==> src/rtl/addr_stream_reader.sv <==
// Issues one SRAM read per generator address, tracks fixed-latency returns and
// buffers them in a credit-guarded FIFO that feeds a ready/valid output stream.
module addr_stream_reader #(
  parameter int ADDR_W     = 16,
  parameter int DATA_W     = 16,
  parameter int RD_LATENCY = 2,
  parameter int FIFO_DEPTH = 4,
  parameter int CNT_W      = 16
) (
  input  logic              clk,
  input  logic              rst_n,
  input  logic              start,
  input  logic [CNT_W-1:0]  num_addrs,
  input  logic [ADDR_W-1:0] addr_in,
  output logic              step_out,
  output logic              mem_ren,
  output logic [ADDR_W-1:0] mem_addr,
  input  logic [DATA_W-1:0] mem_rdata,
  output logic [DATA_W-1:0] data_out,
  output logic              data_valid,
  input  logic              data_ready,
  output logic              busy,
  output logic              done
);

  localparam int PTR_W = $clog2(FIFO_DEPTH);
  localparam int RES_W = $clog2(FIFO_DEPTH + 1);
  localparam logic [RES_W-1:0] RES_FULL = RES_W'(FIFO_DEPTH);
  localparam logic [RES_W-1:0] RES_ONE  = RES_W'(1);
  localparam logic [RES_W-1:0] RES_ZERO = {RES_W{1'b0}};
  localparam logic [PTR_W-1:0] PTR_ONE  = PTR_W'(1);
  localparam logic [CNT_W-1:0] CNT_ONE  = CNT_W'(1);
  localparam logic [CNT_W-1:0] CNT_ZERO = {CNT_W{1'b0}};

  typedef enum logic [1:0] {
    S_IDLE  = 2'd0,
    S_RUN   = 2'd1,
    S_DRAIN = 2'd2,
    S_DONE  = 2'd3
  } state_e;

  state_e              state_q, state_d;
  logic [CNT_W-1:0]    remaining_q, remaining_d;
  logic                busy_q, done_q;
  logic [RES_W-1:0]    reserved_q, reserved_d;
  logic [RES_W-1:0]    count_q, count_d;
  logic [RD_LATENCY-1:0] rvalid_q;
  logic [DATA_W-1:0]   fifo_mem_q [FIFO_DEPTH];
  logic [PTR_W-1:0]    wptr_q, rptr_q;
  logic                issue_s, push_s, pop_s;

  // Credit is checked against the registered count, so a pop never frees a slot for the same cycle.
  assign issue_s = (state_q == S_RUN) && (remaining_q != CNT_ZERO) && (reserved_q < RES_FULL);
  assign push_s  = rvalid_q[RD_LATENCY-1];
  assign pop_s   = (count_q != RES_ZERO) && data_ready;

  assign step_out   = issue_s;
  assign mem_ren    = issue_s;
  assign mem_addr   = addr_in;
  assign data_out   = fifo_mem_q[rptr_q];
  assign data_valid = (count_q != RES_ZERO);
  assign busy       = busy_q;
  assign done       = done_q;

  // Next state of the transfer sequencer.
  always_comb begin
    state_d     = state_q;
    remaining_d = remaining_q;
    case (state_q)
      S_IDLE: begin
        if (start) begin
          if (num_addrs != CNT_ZERO) begin
            state_d     = S_RUN;
            remaining_d = num_addrs;
          end else begin
            state_d = S_DONE;
          end
        end else begin
          state_d = S_IDLE;
        end
      end
      S_RUN: begin
        if (issue_s) begin
          remaining_d = remaining_q - CNT_ONE;
          if (remaining_q == CNT_ONE) begin
            state_d = S_DRAIN;
          end else begin
            state_d = S_RUN;
          end
        end else begin
          state_d = S_RUN;
        end
      end
      S_DRAIN: begin
        if (reserved_q == RES_ZERO) begin
          state_d = S_DONE;
        end else begin
          state_d = S_DRAIN;
        end
      end
      S_DONE:  state_d = S_IDLE;
      default: state_d = S_IDLE;
    endcase
  end

  // Credit and FIFO occupancy bookkeeping.
  always_comb begin
    reserved_d = reserved_q;
    count_d    = count_q;
    case ({issue_s, pop_s})
      2'b10:   reserved_d = reserved_q + RES_ONE;
      2'b01:   reserved_d = reserved_q - RES_ONE;
      default: reserved_d = reserved_q;
    endcase
    case ({push_s, pop_s})
      2'b10:   count_d = count_q + RES_ONE;
      2'b01:   count_d = count_q - RES_ONE;
      default: count_d = count_q;
    endcase
  end

  // Sequencer state with busy/done registered alongside it.
  always_ff @(posedge clk or negedge rst_n) begin
    if (!rst_n) begin
      state_q     <= S_IDLE;
      remaining_q <= CNT_ZERO;
      busy_q      <= 1'b0;
      done_q      <= 1'b0;
    end else begin
      state_q     <= state_d;
      remaining_q <= remaining_d;
      busy_q      <= (state_d != S_IDLE);
      done_q      <= (state_d == S_DONE);
    end
  end

  // Return-valid pipeline; clearing it on reset discards reads still in flight.
  always_ff @(posedge clk or negedge rst_n) begin
    if (!rst_n) begin
      rvalid_q <= {RD_LATENCY{1'b0}};
    end else begin
      for (int i = 1; i < RD_LATENCY; i++) begin
        rvalid_q[i] <= rvalid_q[i-1];
      end
      rvalid_q[0] <= issue_s;
    end
  end

  // Credit counter, occupancy and FIFO pointers.
  always_ff @(posedge clk or negedge rst_n) begin
    if (!rst_n) begin
      reserved_q <= RES_ZERO;
      count_q    <= RES_ZERO;
      wptr_q     <= {PTR_W{1'b0}};
      rptr_q     <= {PTR_W{1'b0}};
    end else begin
      reserved_q <= reserved_d;
      count_q    <= count_d;
      if (push_s) begin
        wptr_q <= wptr_q + PTR_ONE;
      end else begin
        wptr_q <= wptr_q;
      end
      if (pop_s) begin
        rptr_q <= rptr_q + PTR_ONE;
      end else begin
        rptr_q <= rptr_q;
      end
    end
  end

  // Return buffer storage; no bypass, so a push into an empty FIFO shows up next cycle.
  always_ff @(posedge clk or negedge rst_n) begin
    if (!rst_n) begin
      for (int i = 0; i < FIFO_DEPTH; i++) begin
        fifo_mem_q[i] <= {DATA_W{1'b0}};
      end
    end else begin
      if (push_s) begin
        fifo_mem_q[wptr_q] <= mem_rdata;
      end
    end
  end

endmodule

==> config.mk <==
export PLATFORM = sky130hd
export DESIGN_NAME = addr_stream_reader
export DESIGN_NICKNAME = d
export VERILOG_FILES = /design/src/rtl/addr_stream_reader.sv
export SDC_FILE = /design/constraint.sdc
export NUM_CORES = 1
export LEC_CHECK = 0
export ABC_AREA = 1
export CAP_MARGIN = 10
export CORE_ASPECT_RATIO = 1.1
export CORE_MARGIN = 2
export CORE_UTILIZATION = 48
export DETAILED_ROUTE_END_ITERATION = 7
export PLACE_DENSITY = 0.74
export SLEW_MARGIN = 20
export SYNTH_ARGS = -nofsm -noshare
export SYNTH_HDL_FRONTEND = slang
export SYNTH_SLANG_ARGS = --single-unit
==> constraint.sdc <==
create_clock -name clk -period 2.8 [get_ports clk]
set_clock_uncertainty 0.1 [all_clocks]
set_input_delay 0.56 -clock clk [delete_from_list [all_inputs] [get_ports clk]]
set_output_delay 0.56 -clock clk [all_outputs]
set_load 0.01 [all_outputs]
==> metrics.md, run 1 <==
| Metric | Value |
|---|---|
| CTS tree | yes |
| Logic depth of the worst path, buffers included | 7 |
| IO Pins | 89 |
| Worst setup SP type | flop |
| Max-slew violation count | 0 |
| Switch share | 0.431 |
| R2R depth | 11 |
| CTS root buffer | clkbuf_8 |
| Fillers | 938 |
| R2r setup slk | 0.52 ns |
| Die area | 0.0112 mm2 |
| Clock sinks | 96 |
| Status | finished clean |
| Crit path capture | mem_ren |
| FMAX | 0.373 GHz |
| Net Count, Synth | 689 |
| Power Dens Cells | 1220 mW/mm2 |
| First-pass GRT wire length | 19000 um |
| Core box area | 0.00998 mm2 |
| Post-CTS Hold Fix Bufs | 0 |
| Max-Cap Viols | 0 |
| Gr usage total | 0.210 |
| Inserted Clock Buffers | 9 |
| Fraction of the yosys area taken by sequential cells | 0.483 |
| RR Startpoint | remaining_q[7] |
| Port bufs | 56 |
| DIE WIDTH | 101 um |
| Critical path's largest stage delay | 0.48 ns |
| Min-delay worst type | in2async |
| RD Place Congestion | 0.836 |
| Synth Area in Simple Gates | 0.235 |
| Grt ovf | 0 |
| Mapped Cells | 626 |
| Final setup violating endpoints | 0 |
| Flops & latches, synth | 96 |
| Share of layout cells above drive strength 1 | 0.0826 |
| Min cycle time layout | 2.68 ns |
| Post-Synth XOR/XNOR Area | 0.0141 |
| Slowest stage cell on the critical path | clkdlybuf4s50_1 |
| Row count | 38 |
| Antenna Violating Nets Remaining | 0 |
| H-Tree Depth | 3 |
| CP bufs+invs | 2 |
| Worst-path maximum fanout | 4 |
| Post-DP Area | 0.00555 mm2 |
| Die Ht | 111 um |
| CP Launch Point | remaining_q[7] |
| Post-synth cell types | 28 |
| CP Cell Sequence | nor2_1 > nand2_1 > nor2_4 > nand2_2 > nand2_4 > inv_1 > clkdlybuf4s50_1 |
| Kind of critical path | reg2out |
| Initial Util | 0.498 |
| Worst EP arrival | 2.02 ns |
| Synth Area per Inst | 7.95 um2 |
| Worst-Skew Late Latency | 0.37 ns |
| Syn-to-layout area delta | 15.6% |
| Total number of vias | 4173 |
| Slew margin rel. | 0.338 |
| Sequential share of power | 0.359 |
| DRT Pass-1 Iters | 4 |
| Leak | 2.74 nW |
| Multiplexer share of the synthesized area | 0 |
| Total Nets Final | 724 |
| Measured slew at the worst slew-check pin | 0.991 ns |
| Most common cell after layout, fill and taps aside | nand2_1 |
| Req. time, crit path | 2.14 ns |
| Detailed Route WL | 11100 um |
| Synthesized cell area | 0.00497 mm2 |
| N_diodes | 0 |
| Adder-cell area share of the yosys netlist | 0.0307 |
| Final HPWL DP | 7560 um |
| Pin count of the biggest net entering global routing | 51 |
| YS warnings | 0 |
| Reg clk slew, reported paths | 0.09 ns |
| CP endpoint kind | output pin |
| Setup TNS | 0 ns |
| Sw power | 3.02 mW |
| CP delay by family, top | simple AND/OR/NAND/NOR gates |
| Comb power frac | 0.507 |
| Vias in the first global route | 4167 |
| DRT iter0 DRCs | 244 |
| DRC viols | 0 |
| Clk pwr share | 0.134 |
| Final Hold Vio Count | 0 |
| Unrepaired setup endpoints after global routing | false |
| Internal cell power | 3.99 mW |
| Synth Area in Compound Gates | 0.146 |
| Initial antenna violation count | 0 |
| Fin crit share | 0.958 |
| Max clock buf depth | 2 |
| Largest family of logic cells by synthesized area | simple AND/OR/NAND/NOR gates |
| WL/cell | 14.1 um |
| Peak supply drop | 494 uV |
| Worst R2R End | reserved_q[2] |
| Vias per cell | 5.31 |
| Final non-filler cell area | 0.00575 mm2 |
| Commonest non-fill, non-tap cells in the layout | nand2_1, o21ai_0, dfrtp_1, nor2_1, clkdlybuf4s50_1 |
==> per-layer routing <==
layer | vias up | share of wire | track usage
met5 | - | 0 | 0
li1 | 2053 | - | -
met2 | 115 | 0.51 | 0.358
met1 | 1988 | 0.42 | 0.264
met3 | 17 | 0.049 | 0.0277
met4 | 0 | 0.015 | 0.0946
==> power groups by stage <==
stage                     combinational (mW)  clock [mW]  sequential, mW
after global routing                    4.04        1.01            2.60
after CTS                               3.59       0.954            2.51
final                                   3.55       0.941            2.51
after global placement                  3.45           0            2.50
after floorplan                         2.43           0            2.41
after detailed placement                3.58           0            2.53
==> worst reg2reg max path, cell delays in order (launching register included) <==
cell and delay (ns):
dfrtp_1 0.43, nor2_1 0.21, nand2_1 0.18, nor2_4 0.13, nand2_2 0.07, nand2_4 0.09
ha_1 0.14, inv_1 0.06, fa_1 0.38, a21oi_1 0.14, o21ai_0 0.11, xnor2_1 0.14
==> stage by stage <==
step / hold WS, ns / power, mW / cells / worst slack, ns / utilization
detailed placement: 0.249 / 6.11 / 770 / 0.289 / 0.556
global placement: 0.240 / 5.94 / 770 / 0.322 / 0.556
finish: 0.0940 / 7.01 / 786 / 0.117 / 0.576
CTS: 0.112 / 7.05 / 786 / 0.0201 / 0.576
floorplan: 0.164 / 4.84 / 626 / 0.698 / -
global route: 0.151 / 7.66 / 786 / 0.00195 / 0.576
==> repair_timing <==
item / 4_1_cts / 5_1_grt
resized for setup: 0 / 2
setup endpoints to repair: 0 / 12
setup buffers: 0 / 0
hold endpoints to repair: 0 / 0
==> how the worst min path moves through the flow <==
| stage | endpoint | slack, ns |
|---|---|---|
| 6_report | fifo_mem_q[0] | 0.09 |
| 3_3_place_gp | rvalid_q[1] | 0.24 |
| 5_1_grt | fifo_mem_q[63] | 0.15 |
| 4_1_cts | state_q[0] | 0.11 |
| 2_1_floorplan | busy | 0.16 |
| 3_5_place_dp | rvalid_q[1] | 0.25 |
==> area by class of cell <==
class | count | area (um2) | share of cell area
timing repair buffer | 68 | 673 | 0.117
clock buffer | 9 | 124 | 0.0215
clock inverter | 7 | 76.3 | 0.0133
sequential | 96 | 2400 | 0.418
multi-input combinational | 432 | 2120 | 0.369
inverter | 54 | 206 | 0.0359
tap | 120 | 150 | 0.0261
==> synthesized netlist by cell type <==
cell      instances  area (um2)
xor2_1            5        43.8
nand3_1          13        65.1
xnor2_1           3        26.3
o21ai_2           6        52.6
dfrtp_1          96        2400
nand3_2           4        40.0
ha_1              9         113
o21ai_0         108         541
buf_2             2        10.0
nand2_1         175         657
fa_1              2        40.0
nor2_1           64         240
nor3_1            1        5.00
a21oi_1           5        25.0
o22ai_1          16         100
and2_1            1        6.26
nand2_4           2        22.5
o21bai_1          1        7.51
nor2_2            3        18.8
nand2_2           3        18.8
nand3b_1          3        22.5
inv_1            53         199
inv_2             1        3.75
clkbuf_1         22        82.6
nand4_1           3        18.8
nor2_4            5        56.3
buf_6             2        22.5
buf_4            18         135
==> sequential cells by signal (all words and copies together), names as in the netlist <==
signal	cells
busy	1
count_q	3
wptr_q	2
rptr_q	2
remaining_q	16
state_q	2
rvalid_q	2
done	1
reserved_q	3
fifo_mem_q	64
==> cells by family (layout without fill, tap and decap cells) <==
kind of cell,Yosys count,after routing
compound gates,136,136
buf+inv,98,138
simple gates,277,277
flops,96,96
xor+xnor,8,8
fa+ha+maj,11,11
Power figures use the tool's default switching activity.
==> run 2: changes to the inputs <==
--- a/config.mk
+++ b/config.mk
@@ -9,9 +9,9 @@
 export CAP_MARGIN = 10
 export CORE_ASPECT_RATIO = 1.1
 export CORE_MARGIN = 2
-export CORE_UTILIZATION = 48
+export CORE_UTILIZATION = 51
 export DETAILED_ROUTE_END_ITERATION = 7
-export PLACE_DENSITY = 0.74
+export PLACE_DENSITY = 0.78
 export SLEW_MARGIN = 20
 export SYNTH_ARGS = -nofsm -noshare
 export SYNTH_HDL_FRONTEND = slang
==> run 2 against run 1 <==
Against the previous run: combinational power down 1%; fmax up 0.85%; via count up 1.1%; cell area down 0.96%; utilization up 2.7 points; setup slack better by 0.023 ns; register-to-register slack about the same; global-route usage up 1.1 points.
==> metrics.md, run 2 (synthesis results as in run 1) <==
| Metric | Value |
|---|---|
| Status | finished clean (unchanged) |
| Clock sinks | 96 (unchanged) |
| Antenna Violating Nets Remaining | 0 (unchanged) |
| Initial Util | 0.527 (was 0.498) |
| Top reg by flops | fifo_mem_q (unchanged) |
| DRT Pass-1 Iters | 5 (was 4) |
| Initial antenna violation count | 0 (unchanged) |
| Worst setup SP type | flop (unchanged) |
| FMAX | 0.376 GHz (was 0.373 GHz) |
| CTS tree | yes (unchanged) |
| RD Place Congestion | 0.778 (was 0.836) |
| Reg clk slew, reported paths | 0.10 ns (was 0.09 ns) |
| DRC viols | 0 (unchanged) |
| Port bufs | 56 (unchanged) |
| CP Cell Sequence | buf_4 > o21ai_0 > o22ai_1 > clkdlybuf4s50_1 (was nor2_1 > nand2_1 > nor2_4 > nand2_2 > nand2_4 > inv_1 > clkdlybuf4s50_1) |
| Max-Cap Viols | 0 (unchanged) |
| Vias per cell | 5.40 (was 5.31) |
| IO Pins | 89 (unchanged) |
| Most common cell after layout, fill and taps aside | nand2_1 (unchanged) |
| Worst-path maximum fanout | 34 (was 4) |
| Min-delay worst type | in2async (unchanged) |
| Measured slew at the worst slew-check pin | 0.969 ns (was 0.991 ns) |
| Critical path's largest stage delay | 0.57 ns (was 0.48 ns) |
| Gr usage total | 0.221 (was 0.210) |
| Biggest regs | fifo_mem_q: 64 flops, remaining_q: 16 flops (unchanged) |
| Unrepaired setup endpoints after global routing | false (unchanged) |
| Detailed Route WL | 10900 um (was 11100 um) |
| Kind of critical path | reg2out (unchanged) |
| Fillers | 835 (was 938) |
| WL/cell | 13.9 um (was 14.1 um) |
| Power Dens Cells | 1200 mW/mm2 (was 1220 mW/mm2) |
| Slowest stage cell on the critical path | clkdlybuf4s50_1 (unchanged) |
| Leak | 2.71 nW (was 2.74 nW) |
| N_diodes | 0 (unchanged) |
| Vias in the first global route | 4069 (was 4167) |
| CP endpoint kind | output pin (unchanged) |
| Row count | 37 (was 38) |
| Final HPWL DP | 7490 um (was 7560 um) |
| Core box area | 0.00944 mm2 (was 0.00998 mm2) |
| Slew margin rel. | 0.352 (was 0.338) |
| Post-CTS Repair Setup Buffers | 0 (unchanged) |
| CTS root buffer | clkbuf_8 (unchanged) |
| Total Nets Final | 722 (was 724) |
| Worst-Skew Late Latency | 0.36 ns (was 0.37 ns) |
| DRT iter0 DRCs | 178 (was 244) |
| H-Tree Depth | 3 (unchanged) |
| Share of layout cells above drive strength 1 | 0.0783 (was 0.0826) |
| Commonest non-fill, non-tap cells in the layout | nand2_1, o21ai_0, dfrtp_1, nor2_1, clkdlybuf4s50_1 (unchanged) |
| DIE WIDTH | 98.2 um (was 101 um) |
| Die Ht | 108 um (was 111 um) |
| Max clock buf depth | 2 (unchanged) |
| Pin count of the biggest net entering global routing | 65 (was 51) |
| Syn-to-layout area delta | 14.5% (was 15.6%) |
| Grt ovf | 0 (unchanged) |
| Req. time, crit path | 2.14 ns (about the same) |
| Core Util, Final | 0.603 (was 0.576) |
| First-pass GRT wire length | 18900 um (was 19000 um) |
| Max-slew violation count | 0 (unchanged) |
| Final setup violating endpoints | 0 (unchanged) |
| Die area | 0.0106 mm2 (was 0.0112 mm2) |
| Total number of vias | 4217 (was 4173) |
| Fin crit share | 0.950 (was 0.958) |
| R2r setup slk | 0.52 ns (about the same) |
| Peak supply drop | 688 uV (was 494 uV) |
| Worst EP arrival | 2.00 ns (was 2.02 ns) |
| Max reg flops | 64 (unchanged) |
| Final Hold Vio Count | 0 (unchanged) |
| Min cycle time layout | 2.66 ns (was 2.68 ns) |
| Inserted Clock Buffers | 9 (unchanged) |
| Setup TNS | 0 ns (unchanged) |
[run 2: cell types whose count changed in the layout (fill, tap and decap cells not counted), sizes merged]
cell and change:
clkinvlp +1, buf -2, clkinv -1, bufinv -1, clkbuf +1
[run 2: per-layer routing]
layer	vias up	track usage	routed length, um
li1	2048	-	-
met1	2035	0.283	4610
met2	119	0.390	5540
met3	15	0.0279	516
met4	0	0.0773	192
met5	-	0	0
[run 2: critical path, delay by kind of cell (launching register included)]
kind                   cells  cell delay, ns
AOI/OAI and AO/OA          2            0.38
buffers and inverters      2            0.91
DFF                        1            0.36
[run 2: cell type report]
| cell class | instances | area [um2] | area share |
|---|---|---|---|
| clock buffers | 10 | 128 | 0.0224 |
| clock inverters | 6 | 52.6 | 0.00922 |
| inverters | 54 | 203 | 0.0356 |
| multi-input cells | 432 | 2120 | 0.372 |
| flip-flops and latches | 96 | 2400 | 0.422 |
| well taps | 117 | 146 | 0.0257 |
| repair buffers | 66 | 646 | 0.113 |
[run 2: power by group]
group	internal [mW]	switching, mW	total [mW]
Combinational	1.46	2.04	3.50
Clock	0.336	0.511	0.847
Sequential	2.07	0.433	2.50
[run 2: worst paths after layout]
check / from / end / depth (start not counted)
worst max-delay path: rptr_q[0] / data_out[13] / 4
worst max register to register: remaining_q[8] / reserved_q[2] / 11
worst min register to register: rvalid_q[0] / rvalid_q[1] / 0
worst min-delay path: rst_n / fifo_mem_q[2] / 1
max in group asynchronous: rst_n / rptr_q[0] / 2
min in group clk: rvalid_q[0] / rvalid_q[1] / 0
[run 2: per-stage QoR]
step / area, um2 / setup WS, ns / std cells / hold slack, ns / power (mW)
final: 5700 / 0.139 / 781 / 0.164 / 6.85
after detailed placement: 5520 / 0.263 / 765 / 0.236 / 6.04
after global routing: 5700 / 0.0192 / 781 / 0.246 / 7.50
after floorplan: 4970 / 0.698 / 626 / 0.164 / 4.84
after CTS: 5700 / 0.0851 / 781 / 0.212 / 6.89
after global placement: 5520 / 0.307 / 765 / 0.238 / 5.86
[run 2: timing repair]
item,in CTS,in global routing
setup endpoints to repair,0,2
resized for setup,0,2
hold buffers,0,0
